File: config.mk
export PLATFORM = sky130hd
export DESIGN_NAME = mem_port_arbiter
export DESIGN_NICKNAME = d
export VERILOG_FILES = /design/src/rtl/mem_port_arbiter.sv
export SDC_FILE = /design/constraint.sdc
export NUM_CORES = 1
export LEC_CHECK = 0
export ABC_AREA = 1
export CAP_MARGIN = 30
export CORE_MARGIN = 5
export CORE_UTILIZATION = 37
export DETAILED_ROUTE_END_ITERATION = 10
export HOLD_SLACK_MARGIN = 0.15
export PLACE_DENSITY = 0.77
export SKIP_CTS_REPAIR_TIMING = 1
export SYNTH_ARGS = -nofsm -noshare
export SYNTH_HDL_FRONTEND = slang
export SYNTH_SLANG_ARGS = --single-unit
File: constraint.sdc
create_clock -name clock -period 1.2 [get_ports clock]
set_input_delay 0.36 -clock clock [delete_from_list [all_inputs] [get_ports clock]]
set_output_delay 0.36 -clock clock [all_outputs]
set_load 0.03 [all_outputs]
File: src/rtl/mem_port_arbiter.sv
// mem_port_arbiter
//   Shares one single-port, fixed-latency memory between the instruction
//   fetch requester and the data requester. Requests are serialized and each
//   one runs IDLE -> BUSY -> DONE. Read data comes back with a one-cycle
//   ready pulse, and hold freezes the pipeline while a requester waits.
//
// Ports
//   clock, reset          sole clock; synchronous active-high reset
//   if_req/if_addr        fetch request (held until if_ready) and address
//   if_cancel             branch flush: drop the in-flight fetch result
//   if_rdata/if_ready     fetched word and its completion pulse
//   d_req/d_we/d_addr     data request (held until d_ready), store flag, address
//   d_wdata               store data
//   d_rdata/d_ready       load data and its completion pulse
//   mem_en/mem_we         memory enable / write enable (registered)
//   mem_addr/mem_wdata    memory address / write data (registered)
//   mem_rdata             memory read data, valid in the MEM_LAT-th enable cycle
//   hold                  pipeline stall, combinational
//
// state   | meaning
// --------+------------------------------------------------------------
// ST_IDLE | no transaction; sample requests and grant one
// ST_BUSY | memory enabled with latched address; counter runs down
// ST_DONE | one-cycle ready pulse for the owner, then back to idle

module mem_port_arbiter #(
   parameter int ADDR_W  = 32,
   parameter int DATA_W  = 32,
   parameter int MEM_LAT = 2
) (
   input  logic              clock,
   input  logic              reset,
   input  logic              if_req,
   input  logic [ADDR_W-1:0] if_addr,
   input  logic              if_cancel,
   output logic [DATA_W-1:0] if_rdata,
   output logic              if_ready,
   input  logic              d_req,
   input  logic              d_we,
   input  logic [ADDR_W-1:0] d_addr,
   input  logic [DATA_W-1:0] d_wdata,
   output logic [DATA_W-1:0] d_rdata,
   output logic              d_ready,
   output logic              mem_en,
   output logic              mem_we,
   output logic [ADDR_W-1:0] mem_addr,
   output logic [DATA_W-1:0] mem_wdata,
   input  logic [DATA_W-1:0] mem_rdata,
   output logic              hold
);

   localparam int               CNT_W    = $clog2(MEM_LAT + 1);
   localparam logic [CNT_W-1:0] CNT_LOAD = CNT_W'(MEM_LAT - 1);

   typedef enum logic [1:0] {ST_IDLE, ST_BUSY, ST_DONE} state_t;
   typedef enum logic {OWN_IF, OWN_DATA} owner_t;

   state_t           state;
   owner_t           owner;
   owner_t           last_owner;
   logic [CNT_W-1:0] cnt;
   logic             cancel_flag;
   logic             grant_data;

   // On a conflict, serve whichever side was not served last.
   always_comb begin
      grant_data = 1'b0;
      if (d_req && !if_req)
         grant_data = 1'b1;
      else if (d_req && if_req)
         grant_data = (last_owner == OWN_IF);
   end

   assign hold = (if_req & ~if_ready) | (d_req & ~d_ready);

   always_ff @(posedge clock) begin
      if (reset) begin
         state       <= ST_IDLE;
         owner       <= OWN_IF;
         last_owner  <= OWN_DATA;
         cnt         <= '0;
         cancel_flag <= 1'b0;
         mem_en      <= 1'b0;
         mem_we      <= 1'b0;
         mem_addr    <= '0;
         mem_wdata   <= '0;
         if_ready    <= 1'b0;
         d_ready     <= 1'b0;
         if_rdata    <= '0;
         d_rdata     <= '0;
      end else begin
         unique case (state)
            ST_IDLE: begin
               if (if_req || d_req) begin
                  state      <= ST_BUSY;
                  owner      <= grant_data ? OWN_DATA : OWN_IF;
                  last_owner <= grant_data ? OWN_DATA : OWN_IF;
                  cnt        <= CNT_LOAD;
                  mem_en     <= 1'b1;
                  mem_we     <= grant_data & d_we;
                  mem_addr   <= grant_data ? d_addr : if_addr;
                  mem_wdata  <= d_wdata;
               end
            end
            ST_BUSY: begin
               if (owner == OWN_IF && if_cancel)
                  cancel_flag <= 1'b1;
               if (cnt == '0) begin
                  state  <= ST_DONE;
                  mem_en <= 1'b0;
                  mem_we <= 1'b0;
                  if (owner == OWN_DATA) begin
                     d_ready <= 1'b1;
                     if (!mem_we)
                        d_rdata <= mem_rdata;
                  end else if (!(cancel_flag || if_cancel)) begin
                     // a cancel seen in the final BUSY cycle still counts
                     if_ready <= 1'b1;
                     if_rdata <= mem_rdata;
                  end
               end else begin
                  cnt <= cnt - CNT_W'(1);
               end
            end
            ST_DONE: begin
               state       <= ST_IDLE;
               if_ready    <= 1'b0;
               d_ready     <= 1'b0;
               cancel_flag <= 1'b0;
            end
            default: state <= ST_IDLE;
         endcase
      end
   end

endmodule

==> results of run 1 <==
==> sequential cells by signal, indices dropped and copies added (netlist names) <==
| signal | cells |
|---|---|
| mem_addr | 32 |
| d_ready | 1 |
| cancel_flag | 1 |
| if_ready | 1 |
| state | 2 |
| owner | 1 |
| mem_wdata | 32 |
| d_rdata | 32 |
| if_rdata | 32 |
| cnt | 2 |
| mem_en | 1 |
| last_owner | 1 |
| mem_we | 1 |
==> per-layer routing <==
layer  wire length [µm]  global-route usage, %  up-vias  part of all wire, %
li1                   -                      -     3151                    -
met1               7970                   22.2     2961                   38
met2              10500                   29.0      292                   50
met5                  0                      0        -                    0
met3               2070                   7.25       36                  9.9
met4                423                   6.74        0                  2.0
==> through the flow <==
step	total power, mW	utilization (%)	area, µm²	cells
4_1_cts	14.0	59.6	8970	1300
5_1_grt	15.4	70.3	10600	1334
2_1_floorplan	7.37	-	5680	828
6_report	14.8	70.3	10600	1334
3_5_place_dp	8.89	55.8	8390	1268
3_3_place_gp	8.85	55.8	8390	1268
==> synthesized netlist by cell type (all sizes together) <==
master	count
nand2	276
nor2	207
dfxtp	139
inv	44
a21oi	38
buf	37
nand3	37
o21ai	34
clkbuf	14
ha	1
o22ai	1
==> logic make-up (layout without fill, tap and decap cells) <==
kind of cell,after synthesis,count (layout)
AO/OA/AOI/OAI,73,73
adder cells (fa/ha/maj),1,1
buffers and inverters,95,413
flip-flops,139,139
AND/OR/NAND/NOR,520,520
==> worst max-delay path, delay by kind of cell (launching register included) <==
kind	cells	cell delay (ns)
AO/OA/AOI/OAI	1	0.18
flip-flops	1	0.35
buffers and inverters	1	0.16
==> layout make-up <==
cell class	count	area, µm²
clock buffer	17	425
sequential	139	2960
tap	188	235
inverter	44	178
multi-input combinational	594	2810
fill	1116	4460
clock inverter	15	154
timing repair buffer	337	3810
==> worst max-delay path by stage <==
stage | start | endpoint | slack, ns | cells after the start
final | d_ready | hold | -0.26 | 2
after global routing | d_ready | hold | -0.30 | 2
after CTS | d_req | hold | -0.50 | 4
after detailed placement | d_req | mem_addr[0] | -0.61 | 8
after global placement | d_req | mem_addr[10] | -0.55 | 6
after floorplan | cnt[0] | d_rdata[24] | -0.01 | 8
==> power breakdown <==
group | internal (mW) | switching (mW)
logic | 1.99 | 2.25
clock network | 2.93 | 2.22
registers | 5.12 | 0.312
==> qor.yml, run 1 <==
flow_run:
  cap_violations: 0
sta:
  slew_headroom_pct: 78.1
  clock.fmax_ghz: 0.685
  clock_skew_ns: 0.00795
  holdWs_ns: 0.466
  hold_viol_final: 0
  setup_tns_ns: -15.15
  setup_ws_ns: -0.259
  tightest_slew_ns: 0.328
  slew_violations: 0
  min_period_ns: 1.46
  rsz0062_at_grt: "yes"
  setup-violations-final: 199
  fin_crit_sh_pct: 122
setup_path:
  crit_required_ns: 0.84
  rr_endpoint: "if_rdata[28]"
  path_cells: "o22ai_2, buf_6"
  r2r_slack_ns: -0.22
  critPathSlowestCell: "dfxtp_2"
  critPathLaunchType: "flop"
  r2r.worst_path.cells: 9
  worst_ep_arrival_time_ns: 1.10
  r2r-start: "state[0]"
  slowest_delay_ns: 0.35
  path_max_fanout: 3
  endpoint_kind: "primary output"
  critPathKind: "flop to primary output"
yosys:
  synth_cell_types: 18
  synth_nets: 963
  ys_ff_latch: 139
  syn_inst: 828
  netlist.area_leader.share_pct: 49.5
  netlist_area_mm2: 0.00562
  synth_top_family_by_area: "simple AND/OR/NAND/NOR gates"
  synth_top_area_cell: "dfxtp_1"
  synthTopCellsByArea: "dfxtp_1 50%, nand2_1 18%, nor2_1 14%"
  synthXorXnorAreaFrac_pct: 0
  synthMuxAreaShare_pct: 0
  synth-simple-area-share_pct: 36.0
  synth_fa_ha_area_share_pct: 0.223
  ys_seq_area_share_pct: 49.5
  syn_avg_cell_area_um2: 6.78
  synth_warnings: 0
  synth_compound_area_share_pct: 6.53
power:
  vdd_drop_max_uv: 951
  p_leak_nw: 4.94
  powerDensity_mw_per_mm2: 1400
clock_network:
  insertion_delay_ns: 0.42
  cts_tree: "built"
  numCtsBuffers: 17
  cts.clk_slew.worst_paths_ns: 0.06
  h-tree-depth: 4
  clockRootBuffer: "clkbuf_16"
  numClockSinks: 139
  cts_buffer_depth: 2
placed_design:
  numPortBuffers: 266
  dp_hpwl_um: 12600
  place.gp.congestion: 0.791
  place_ws_ns: -0.610
worst_hold_path:
  whs_path_depth: 2
  whs_endpoint: "cancel_flag"
  hp-start: "cancel_flag"
  hold_path_class: "flop to flop"
routing:
  drc: 0
  avgRoutedWirePerCell_um: 15.7
  drtIter0Drc: 422
  drt.antenna.violating_nets: 0
  totalWireLength_um: 21000
  dr.pass1.iters: 5
  avgViaCountPerCell: 4.83
  routed-via-count: 6440
die:
  ios: 267
  core_region_area_mm2: 0.0150
  dieHeight_um: 133
  dieArea_mm2: 0.0177
  initial_core_util_pct: 37.4
  fp-row-count: 45
  die_w_um: 133
global_routing:
  grt_overflow: 0
  grt_first_pass_wirelength_um: 26300
  antenna_found_initial: 0
  grt_usage_pct: 18.2
  first_global_vias: 5398
  grt_max_degree: 41
status:
  status: "complete, but fails checks"
  violations: "negative setup slack"
layout:
  area_delta_synth_final_pct: 88.1
  drive_gt1_share_pct: 41.7
  num_antenna_cells: 0
  finalNetCount: 1268
  most-common-layout-cells: "195 x nand2_1, 192 x nor2_1, 142 x buf_6"
  layout_commonest_cell: "nand2_1"
Note: power is estimated with default switching activity, not from simulation.
==> run 2, diff against run 1 <==
--- a/config.mk
+++ b/config.mk
@@ -8,10 +8,10 @@
 export ABC_AREA = 1
 export CAP_MARGIN = 30
 export CORE_MARGIN = 5
-export CORE_UTILIZATION = 37
+export CORE_UTILIZATION = 41
 export DETAILED_ROUTE_END_ITERATION = 10
 export HOLD_SLACK_MARGIN = 0.15
-export PLACE_DENSITY = 0.77
+export PLACE_DENSITY = 0.8
 export SKIP_CTS_REPAIR_TIMING = 1
 export SYNTH_ARGS = -nofsm -noshare
 export SYNTH_HDL_FRONTEND = slang
==> constraint.sdc (replaced) <==
create_clock -name clock -period 1.35 [get_ports clock]
set_input_delay 0.405 -clock clock [delete_from_list [all_inputs] [get_ports clock]]
set_output_delay 0.405 -clock clock [all_outputs]
set_load 0.03 [all_outputs]
==> run 2 against run 1 <==
Compared with the run above: largest power group unchanged; non-clock buffer count decreased by 20; the flow still finishes with violations (negative setup slack); worst setup slack better by 0.14 ns; die area down 9.0%.
==> qor.yml, run 2 (synthesis gave the netlist of run 1 again) <==
placed_design:
  place_ws_ns: -0.508  # was -0.610 ns
  dp.cells: 1251  # was 1,268
  numPortBuffers: 266  # unchanged
  postPlaceCellArea_mm2: 0.00831  # was 0.00839 mm²
  place.gp.congestion: 0.842  # was 0.791
  dp_hpwl_um: 12500  # was 12,600 µm
routing:
  drc: 0  # unchanged
  drt.antenna.violating_nets: 0  # unchanged
  routed.top_layer: "met4"  # unchanged
  totalWireLength_um: 20200  # was 21,000 µm
  drtIter0Drc: 467  # was 422
  routed-via-count: 6303  # was 6,440
  met3_length_um: 2100  # was 2070 µm
  wl_met2_um: 10100  # was 10,500 µm
  avgViaCountPerCell: 4.84  # was 4.83
  avgRoutedWirePerCell_um: 15.5  # was 15.7 µm
  dr.pass1.iters: 5  # unchanged
  wl_met1_um: 7600  # was 7970 µm
power:
  powerDensity_mw_per_mm2: 1320  # was 1400 mW/mm²
  vdd_drop_max_uv: 950  # was 951 µV
  p_leak_nw: 4.56  # was 4.94 nW
sta:
  min_period_ns: 1.47
  clock_skew_ns: 0.00799  # was 0.00795 ns
  clock.fmax_ghz: 0.680
  setup_ws_ns: -0.121  # was -0.259 ns
  fin_crit_sh_pct: 109
  tightest_slew_ns: 0.233  # was 0.328 ns
  hold_viol_final: 0  # unchanged
  rsz0062_at_grt: "yes"  # unchanged
  slew_violations: 0  # unchanged
  setup_tns_ns: -0.212  # was -15.15 ns
  slew_headroom_pct: 84.3  # was 78.1%
  setup-violations-final: 11  # was 199
status:
  violations: "negative setup slack"  # unchanged
  status: "complete, but fails checks"  # unchanged
clock_network:
  numCtsBuffers: 17  # unchanged
  insertion_delay_ns: 0.41  # was 0.42 ns
  cts_buffer_depth: 2  # unchanged
  numClockSinks: 139  # unchanged
  h-tree-depth: 4  # unchanged
  clockRootBuffer: "clkbuf_16"  # unchanged
  cts.clk_slew.worst_paths_ns: 0.05  # was 0.06 ns
  cts_tree: "built"  # unchanged
global_routing:
  antenna_found_initial: 0  # unchanged
  grt_overflow: 0  # unchanged
  grt_max_degree: 50  # was 41
  grt_first_pass_wirelength_um: 26400  # was 26,300 µm
  grt_usage_pct: 20.4  # was 18.2%
  first_global_vias: 5435  # was 5,398
die:
  ios: 267  # unchanged
  die_w_um: 127  # was 133 µm
  fp-row-count: 42  # was 45
  core_region_area_mm2: 0.0133  # was 0.0150 mm²
  initial_core_util_pct: 42.1  # was 37.4%
  dieArea_mm2: 0.0161  # was 0.0177 mm²
  dieHeight_um: 127  # was 133 µm
setup_path:
  path_max_fanout: 3  # unchanged
  critPathKind: "flop to primary output"  # unchanged
  worst_ep_arrival_time_ns: 1.07  # was 1.10 ns
  critPathLaunchType: "flop"  # unchanged
  endpoint_kind: "primary output"  # unchanged
  crit_required_ns: 0.95  # was 0.84 ns
layout:
  fin_util_pct: 73.9  # was 70.3%
  layout_commonest_cell: "nand2_1"  # unchanged
  most-common-layout-cells: "233 x nand2_1, 197 x nor2_1, 130 x clkdlybuf4s50_1"  # was 195 x nand2_1, 192 x nor2_1, 142 x buf_6
  area_delta_synth_final_pct: 75.5  # was 88.1%
  layout.cells.non_filler: 1302  # was 1,334
  drive_gt1_share_pct: 29.0  # was 41.7%
  post-route-cell-area_mm2: 0.00986  # was 0.0106 mm²
  finalNetCount: 1248  # was 1,268
  num_antenna_cells: 0  # unchanged
flow_run:
  cap_violations: 0  # unchanged
worst_hold_path:
  hold_path_class: "input port to flop"  # was flop to flop
-- run 2: cell types whose count changed in the layout (fill, tap and decap cells not counted), sizes merged --
cell           delta
inv               -7
clkdlybuf4s50     -1
buf              -18
dlymetal6s2s      +1
clkbuf            +3
bufinv            +2
-- run 2: worst paths after layout --
check	to	from	slack (ns)	cells after the start
max	hold	if_ready	-0.12	2
min	cancel_flag	if_cancel	0.31	3
max reg2reg	d_rdata[7]	state[0]	-0.02	9
min reg2reg	mem_addr[23]	mem_addr[23]	0.46	2
-- run 2: cell type report --
type                            count  area [µm²]
Sequential cell                   139        2850
Inverter                           44         168
Fill cell                         981        3490
Clock buffer                       22         464
Tap cell                          176         220
Multi-Input combinational cell    594        2590
Clock inverter                     10         140
Timing Repair Buffer              317        3430
-- run 2: stage by stage --
step	power [mW]	hold WS [ns]
after floorplan	6.50	0.433
after global placement	7.83	0.450
after detailed placement	7.87	0.454
after CTS	12.6	0.463
after global routing	13.6	0.316
final	13.0	0.310
-- run 2: metal layers --
metal | GRT usage (%) | vias up
li1 | - | 3105
met1 | 24.3 | 2847
met2 | 33.8 | 320
met3 | 7.68 | 31
met4 | 7.38 | 0
met5 | 0 | -
-- run 2: worst max-delay path, cell delays in order (launching register included) --
cell and delay (ns):
dfxtp_4 0.36, o22ai_2 0.14, buf_6 0.16
-- run 2: power breakdown --
| group | switching [mW] | internal [mW] | leakage (nW) | total, mW |
|---|---|---|---|---|
| registers | 0.250 | 4.51 | 1.16 | 4.76 |
| logic | 1.91 | 1.60 | 3.11 | 3.51 |
| clock network | 1.74 | 3.01 | 0.287 | 4.74 |
